===== src/rtl/prio_enc_queue_pkg.sv =====
// Shared types and helpers for prio_enc_queue: index-width helper and a
// rotating highest-set-bit search used by prio_find.
package prio_enc_pkg;
  localparam int N_DEFAULT = 8;
  localparam int N_MAX     = 64;

  typedef struct packed {
    logic [5:0] idx;
    logic       found;
  } find_t;

  function automatic int idx_w(int n);
    return (n < 2) ? 1 : $clog2(n);
  endfunction

  // Search vec[start], vec[start-1], ... wrapping from 0 to n-1; first hit wins.
  function automatic find_t find_highest(logic [N_MAX-1:0] vec, int start, int n);
    find_t r;
    int    p;
    r = '0;
    for (int k = 0; k < N_MAX; k++) begin
      if (k < n) begin
        p = start - k;
        if (p < 0) p = p + n;
        if (!r.found && vec[p]) begin
          r.found = 1'b1;
          r.idx   = 6'(p);
        end
      end
    end
    return r;
  endfunction
endpackage


===== src/rtl/prio_enc_queue_if.sv =====
// Output slot handshake of prio_enc_queue: granted index with valid/ready.
interface prio_enc_queue_if import prio_enc_pkg::*; #(
  parameter int N = N_DEFAULT
);
  localparam int W = idx_w(N);
  logic [W-1:0] out_idx;
  logic         out_valid;
  logic         out_ready;

  modport master (output out_idx, output out_valid, input out_ready);
  modport slave  (input out_idx, input out_valid, output out_ready);
endinterface


===== src/rtl/prio_enc_queue_find.sv =====
// prio_find: combinational N-bit highest-set-bit finder, searching downward
// from a rotating start index.
module prio_find import prio_enc_pkg::*; #(
  parameter int N = N_DEFAULT,
  parameter int W = idx_w(N)
) (
  input  logic [N-1:0] vec,
  input  logic [W-1:0] start,
  output logic [W-1:0] idx,
  output logic         found,
  output logic [N-1:0] onehot
);
  find_t r;

  always_comb begin
    r      = find_highest(N_MAX'(vec), int'(start), N);
    idx    = W'(r.idx);
    found  = r.found;
    onehot = r.found ? (N'(1) << idx) : '0;
  end
endmodule


===== src/rtl/prio_enc_queue.sv =====
// Registered priority encoder with request memory and a valid/ready output slot.
// Define PRIO_ENC_RR_EN for round-robin search instead of fixed priority.
module prio_enc_queue import prio_enc_pkg::*; #(
  parameter int N = N_DEFAULT
) (
  input  logic             clk,
  input  logic             rst_n,
  input  logic [N-1:0]     req_in,
  input  logic             clr,
  prio_enc_queue_if.master q,
  output logic [N-1:0]     pending,
  output logic             overflow
);
  localparam int W = idx_w(N);

  logic [W-1:0] idx_q, start, fidx;
  logic         valid_q, found, slot_free;
  logic [N-1:0] hit_oh, sel_oh;

`ifdef PRIO_ENC_RR_EN
  logic [W-1:0] last_idx;
  // last_idx is searched last: start one below it, wrapping to N-1.
  assign start = (last_idx == '0) ? W'(N - 1) : last_idx - W'(1);

  always_ff @(posedge clk or negedge rst_n) begin
    if (!rst_n)                        last_idx <= W'(N - 1);
    else if (!clr && slot_free && found) last_idx <= fidx;
  end
`else
  assign start = W'(N - 1);
`endif

  prio_find #(.N(N), .W(W)) u_find (
    .vec    (pending),
    .start  (start),
    .idx    (fidx),
    .found  (found),
    .onehot (hit_oh)
  );

  assign slot_free = !valid_q || q.out_ready;
  assign sel_oh    = slot_free ? hit_oh : '0;

  always_ff @(posedge clk or negedge rst_n) begin
    if (!rst_n) begin
      pending  <= '0;
      valid_q  <= 1'b0;
      idx_q    <= '0;
      overflow <= 1'b0;
    end else if (clr) begin
      pending  <= '0;
      valid_q  <= 1'b0;
      overflow <= 1'b0;
    end else begin
      // A request merging into a still-set pending bit is lost; the bit
      // moving into the slot this edge is free to re-arm.
      pending  <= (pending & ~sel_oh) | req_in;
      overflow <= |(req_in & pending & ~sel_oh);
      if (slot_free) begin
        valid_q <= found;
        if (found) idx_q <= fidx;
      end
    end
  end

  assign q.out_idx   = idx_q;
  assign q.out_valid = valid_q;
endmodule

===== src/flat_wrapper.sv =====
// flat-port wrapper written by rule: the top's interface ports become plain ports
module prio_enc_queue_flat import prio_enc_pkg::*;
#(
  parameter int N = N_DEFAULT
)
  (clk, rst_n, req_in, clr, pending, overflow, q_out_idx, q_out_valid, q_out_ready);
  prio_enc_queue_if #(.N(N)) q_i ();
  input  logic clk;
  input  logic rst_n;
  input  logic [N-1:0] req_in;
  input  logic clr;
  output logic [N-1:0] pending;
  output logic overflow;
  output wire logic [$bits(q_i.out_idx)-1:0] q_out_idx;
  output wire logic [$bits(q_i.out_valid)-1:0] q_out_valid;
  input wire logic [$bits(q_i.out_ready)-1:0] q_out_ready;
  assign q_out_idx = q_i.out_idx;
  assign q_out_valid = q_i.out_valid;
  assign q_i.out_ready = q_out_ready;
  prio_enc_queue #(.N(N)) u_core (.clk(clk), .rst_n(rst_n), .req_in(req_in), .clr(clr), .q(q_i), .pending(pending), .overflow(overflow));
endmodule

===== config.mk =====
export PLATFORM = sky130hd
export DESIGN_NAME = prio_enc_queue_flat
export DESIGN_NICKNAME = d
export VERILOG_FILES = /design/src/rtl/prio_enc_queue_pkg.sv /design/src/rtl/prio_enc_queue_if.sv /design/src/rtl/prio_enc_queue_find.sv /design/src/rtl/prio_enc_queue.sv /design/src/flat_wrapper.sv
export SDC_FILE = /design/constraint.sdc
export NUM_CORES = 1
export LEC_CHECK = 0
export CAP_MARGIN = 10
export CORE_MARGIN = 2
export CORE_UTILIZATION = 25
export DETAILED_ROUTE_END_ITERATION = 7
export SYNTH_ARGS = -nofsm -noshare
export SYNTH_HDL_FRONTEND = slang
export SYNTH_SLANG_ARGS = --single-unit

===== constraint.sdc =====
create_clock -name clk -period 1.7 [get_ports clk]
set_input_delay 0.255 -clock clk [delete_from_list [all_inputs] [get_ports clk]]
set_output_delay 0.255 -clock clk [all_outputs]
set_load 0.05 [all_outputs]

==> out/qor.txt, run 1 <==
Root Buffer - clkbuf_4
First-pass GRT wire length - 2.94 mm
Fin worst setup slack - 0.109 ns
Number of placement rows - 19
Slowest cell on the critical path - dfrtp_2
# clock sinks - 13
Cell Chain, Critical Path - nor4_4 -> and2_4 -> o22ai_2 -> a2111oi_2 -> a31oi_1
I/O pin count - 25
Synth Area per Inst - 9.00 µm²
RSZ-0062 raised after global routing - false
Initial Utilization - 0.260
Setup slack at placement - -0.0340 ns
Clock slew at reported path FFs - 0.08 ns
H-tree Lvls - 1
Routed met3 length - 112 µm
Metal2 WL - 818 µm
Total CTS buffers - 3
VDD IR max - 454 µV
Main synth FF type - dfrtp_1
WL final - 1.80 mm
Syn-to-layout area delta - 44.5%
Post-synthesis sequential area ratio - 0.458
Setup violators final - 0
Die Span X - 57.3 µm
Post-Route Setup TNS - 0 ns
Placed Area - 0.00100 mm²
Final Critical Period - 1.59 ns
Number of global-route vias before repair - 652
Post-synth EDFFs - 0
Yosys warning total - 0
Number of post-CTS setup repair buffers - 0
Max cap viols - 0
Routability cong. - 0.797
Pin count of the biggest net entering global routing - 14
CTS tree - yes
Worst-path fanout max - 9
Port Buffers - 24
Final Skew - 0.00779 ns
Pwr/cell area - 874 mW/mm²
Post-route cell area - 0.00103 mm²
Slew headroom - 0.805
Max-slew violation count - 0
Max incr delay on CP - 0.48 ns
Final hold slack - 0.268 ns
Leakage power total - 0.440 nW
Synth Net Count - 91
Worst Hold Class - in -> async
Final hold vios - 0
WP data required - 1.86 ns
Die ar. - 0.00329 mm²
Via Count - 700
Total power - 0.000897 W
Pre-antenna DRT Iters - 4
Least-Margin Pin Slew - 0.291 ns
Final period util - 0.936
CP Class - reg -> reg
Crit path buf inv count - 0
Crit path launch type - flip-flop
Hold-fix buffers, CTS - 0
Crit path arrival time - 1.75 ns
Drt wl/cell - 12.6 µm
Wl on met1 - 819 µm
GR Util All Layers - 0.120
Setup slack, reg-to-reg - 0.11 ns
Mapped Cells - 79
Via-to-Cell Ratio - 4.93
Net count, final - 124
Post-synth top cells - dfrtp_1 (13), a21oi_1 (12), nor2_1 (9)
CTS Buffer Depth - 2
Area contributors post-synth - dfrtp_1 (46%), a21oi_1 (8.5%), nor2_1 (4.8%), o21ai_0 (4.2%), nand2_1 (4.2%)
DP HPWL - 1.39 mm
Resized Gates After CTS - 0
Top-count cell post-synth - dfrtp_1
Fmax achieved - 628 MHz
Async SR Flop Fraction - 1.00
# diodes - 0
Post-route ant nets - 0
# DRC - 0
Clk_lat worst skew - 0.29 ns
Layout cell share with drive strength beyond 1 - 0.306
Initial antenna violation count - 0
Cell Area, Synth - 711 µm²
Iteration-0 DRC count of the detailed router - 13
Share of the synthesized area in the top cell type - 0.458
Netlist cell types - 28
Number of synthesized register bits - 13
Top layer in use - met4
Family with the most delay on the worst path - simple AND/OR/NAND/NOR gates
GRT overflow - 0
CP endpoint kind - flip-flop
Status - finished clean
Die Y - 57.3 µm
Core footprint - 0.00273 mm²
Synth area leader - dfrtp_1
[state kept, by name (all words and copies together), names as in the netlist]
name / flops
u_core.overflow: 1
u_core.pending: 8
u_core.q.out_idx: 3
u_core.q.out_valid: 1
[cell usage in the layout, fill, tap and decap left out, drive strengths merged, types with 2 or more instances in the layout]
cell	count
a21oi	12
a31oi	2
buf	20
clkbuf	4
clkdlybuf4s50	11
dfrtp	13
inv	6
nand2	8
nand3	2
nor2	9
nor2b	2
nor4	2
o21ai	6
[kinds of logic (layout without fill, tap and decap cells)]
family,count (synthesis),after routing,share of synthesized area
multiplexers,1,1,0.0158
buffers and inverters,9,41,0.0598
AND/OR/NAND/NOR,27,27,0.201
AO/OA/AOI/OAI,29,29,0.266
flip-flops,13,13,0.458
[stage by stage]
step                      std cells   util
after floorplan                  79      -
after global placement          138  0.366
after detailed placement        138  0.366
after CTS                       142  0.376
after global routing            142  0.376
final                           142  0.376
[power by group]
part	internal, W	switching [W]	leakage [nW]
sequential	0.000341	0.0000379	0.151
combinational	0.000125	0.000195	0.274
clock	0.0000913	0.000107	0.0150
[cell type report]
class / instances / area, µm²
Timing Repair Buffer: 31 / 260
Multi-Input combinational cell: 57 / 348
Fill cell: 285 / 1710
Clock buffer: 4 / 26.3
Sequential cell: 13 / 332
Tap cell: 31 / 38.8
Inverter: 6 / 22.5
[path summary, 6_finish.rpt]
check                                     from                   to  cells past startpoint
setup / recovery             u_core.pending[5]      u_core.overflow                      5
hold / removal                           rst_n    u_core.pending[6]                      2
setup reg to reg             u_core.pending[5]      u_core.overflow                      5
hold reg to reg            u_core.q.out_idx[1]  u_core.q.out_idx[1]                      1
max in group asynchronous                rst_n    u_core.pending[3]                      2
min in group clk           u_core.q.out_idx[1]  u_core.q.out_idx[1]                      1
[layer usage]
| metal | up-vias | track usage |
|---|---|---|
| met5 | - | 0 |
| met4 | 0 | 0.0698 |
| met3 | 5 | 0.0340 |
| met2 | 26 | 0.164 |
| met1 | 321 | 0.169 |
| li1 | 348 | - |
Note: power is estimated with default switching activity, not from simulation.
==> run 2: changes to the inputs <==
- HOLD_SLACK_MARGIN: default -> 0.1
==> results of run 2 <==
The final DEF is identical to that of run 1; final timing and power are the same.
==> run 3: changes to the inputs <==
- SLEW_MARGIN: default -> 20
- TNS_END_PERCENT: default -> 10
==> run 3 against run 2 <==
  * Setup slack worse by 0.018 ns
  * First-iteration DRC count stayed put
  * Combinational power is 5% higher
  * Final cell count is 1.4% higher
  * Critical path type unchanged
  * Die area stayed put
==> out/qor.txt, run 3 (synthesized netlist as in run 1, its figures left out) <==
Setup violators final - 0 (unchanged)
Worst-path fanout max - 6 (was 9)
Die ar. - 0.00329 mm² (unchanged)
Max cap viols - 0 (unchanged)
Worst Hold Class - in -> async (unchanged)
Final Skew - 0.00129 ns (was 0.00779 ns)
Top Usage Layer GRT - met2 (was met1)
GR Util All Layers - 0.122 (was 0.120)
Layout cell share with drive strength beyond 1 - 0.301 (was 0.306)
CP Class - reg -> reg (unchanged)
CTS Buffer Depth - 2 (unchanged)
Total CTS buffers - 3 (unchanged)
Slowest cell on the critical path - dfrtp_2 (unchanged)
Final hold slack - 0.269 ns (was 0.268 ns)
Final hold vios - 0 (unchanged)
Core footprint - 0.00273 mm² (unchanged)
Fmax achieved - 621 MHz (was 628 MHz)
Most frequent cells in the layout - buf_4 (21), a21oi_1 (12), clkdlybuf4s50_1 (11) (was buf_4 (20), a21oi_1 (12), clkdlybuf4s50_1 (11))
Least-Margin Pin Slew - 0.321 ns (was 0.291 ns)
GR Util met3 - 0.0317 (was 0.0340)
Drt wl/cell - 13.2 µm (was 12.6 µm)
Die Span X - 57.3 µm (unchanged)
Max-slew violation count - 0 (unchanged)
Power share of the clock group - 0.217 (was 0.221)
Number of post-CTS setup repair buffers - 0 (unchanged)
I/O pin count - 25 (unchanged)
Pwr/cell area - 865 mW/mm² (was 874 mW/mm²)
# DRC - 0 (unchanged)
Iteration-0 DRC count of the detailed router - 13 (unchanged)
Post-route cell area - 0.00105 mm² (was 0.00103 mm²)
Leakage power total - 0.457 nW (was 0.440 nW)
Number of global-route vias before repair - 680 (was 652)
Met2 usage - 0.197 (was 0.164)
Met1 Use GR - 0.155 (was 0.169)
Pin count of the biggest net entering global routing - 14 (unchanged)
Pre-antenna DRT Iters - 4 (unchanged)
Switching pwr - 0.000345 W (was 0.000340 W)
Hold-fix buffers, CTS - 0 (unchanged)
RSZ-0062 raised after global routing - false (unchanged)
H-tree Lvls - 1 (unchanged)
# clock sinks - 13 (unchanged)
Biggest register - u_core.pending (unchanged)
Number of placement rows - 19 (unchanged)
Initial antenna violation count - 0 (unchanged)
Resized Gates After CTS - 0 (unchanged)
CTS tree - yes (unchanged)
WP data required - 1.85 ns (was 1.86 ns)
GRT overflow - 0 (unchanged)
Final Critical Period - 1.61 ns (was 1.59 ns)
Final period util - 0.947 (was 0.936)
Commonest non-fill, non-tap cell in the layout - buf_4 (unchanged)
Internal power - 0.000565 W (was 0.000558 W)
Seq pwr share - 0.414 (was 0.423)
Cell Chain, Critical Path - nor4_4 -> and2_4 -> o22ai_2 -> a2111oi_2 -> a31oi_1 (unchanged)
Net switching fraction of the power - 0.379 (about the same)
Max incr delay on CP - 0.46 ns (was 0.48 ns)
CP endpoint kind - flip-flop (unchanged)
Post-route ant nets - 0 (unchanged)
Routability cong. - 0.794 (was 0.797)
Root Buffer - clkbuf_4 (unchanged)
Comb power frac - 0.369 (was 0.356)
RR Startpoint - u_core.pending[4] (was u_core.pending[5])
Net count, final - 126 (was 124)
DP HPWL - 1.50 mm (was 1.39 mm)
Syn-to-layout area delta - 48.1% (was 44.5%)
Clk_lat worst skew - 0.28 ns (was 0.29 ns)
Via Count - 725 (was 700)
Crit path launch type - flip-flop (unchanged)
WL final - 1.90 mm (was 1.80 mm)
VDD IR max - 434 µV (was 454 µV)
# diodes - 0 (unchanged)
Port Buffers - 24 (unchanged)
Via-to-Cell Ratio - 5.03 (was 4.93)
Status - finished clean (unchanged)
Die Y - 57.3 µm (unchanged)
Initial Utilization - 0.260 (unchanged)
Placed insts - 140 (was 138)
Origin of the worst setup path - u_core.pending[4] (was u_core.pending[5])
Final cell count without fillers - 144 (was 142)
Slew headroom - 0.784 (was 0.805)
Clock slew at reported path FFs - 0.08 ns (about the same)
Number of flip-flops in the largest register - 8 (unchanged)
First-pass GRT wire length - 3.02 mm (was 2.94 mm)
Crit path arrival time - 1.76 ns (was 1.75 ns)
Placed Area - 0.00103 mm² (was 0.00100 mm²)
## run 3: layout make-up
| class | instances | area (µm²) |
|---|---|---|
| Timing Repair Buffer | 33 | 288 |
| Clock buffer | 4 | 26.3 |
| Sequential cell | 13 | 329 |
| Multi-Input combinational cell | 57 | 348 |
| Tap cell | 31 | 38.8 |
| Fill cell | 293 | 1680 |
| Inverter | 6 | 22.5 |
## run 3: critical path, delay by kind of cell (launching register included)
family / cells / cell delay, ns
flops: 1 / 0.46
simple gates: 2 / 0.51
compound gates: 3 / 0.50
## run 3: power groups by stage
| stage | Clock (W) | Combinational (W) | Sequential [W] |
|---|---|---|---|
| after floorplan | 0 | 0.0000993 | 0.000483 |
| after global placement | 0 | 0.000335 | 0.000381 |
| after detailed placement | 0 | 0.000338 | 0.000382 |
| after CTS | 0.000201 | 0.000338 | 0.000377 |
| after global routing | 0.000215 | 0.000358 | 0.000382 |
| final | 0.000197 | 0.000335 | 0.000377 |
## run 3: through the flow
step | power, W | setup TNS (ns) | setup slack (ns) | utilization
after floorplan | 0.000583 | -0.0866 | -0.0815 | -
after CTS | 0.000916 | 0 | 0.0827 | 0.385
final | 0.000910 | 0 | 0.0909 | 0.385
after detailed placement | 0.000720 | -0.0708 | -0.0708 | 0.375
after global placement | 0.000717 | -0.00411 | -0.00411 | 0.375
after global routing | 0.000954 | 0 | 0.0126 | 0.385
## run 3: path summary, 6_finish.rpt
| path | end | slack, ns | cells past startpoint |
|---|---|---|---|
| setup reg to reg | u_core.overflow | 0.09 | 5 |
| min in group clk | u_core.pending[4] | 0.53 | 3 |
| setup / recovery | u_core.overflow | 0.09 | 5 |
| max in group asynchronous | u_core.pending[4] | 1.25 | 2 |
| hold / removal | u_core.pending[2] | 0.27 | 2 |
| hold reg to reg | u_core.q.out_idx[1] | 0.53 | 1 |
## run 3: routing by layer
| layer | share of wire | vias to the layer above | wire, µm |
|---|---|---|---|
| li1 | - | 348 | - |
| met1 | 0.43 | 342 | 827 |
| met2 | 0.46 | 31 | 877 |
| met3 | 0.090 | 4 | 172 |
| met4 | 0.014 | 0 | 26 |
| met5 | 0 | - | 0 |
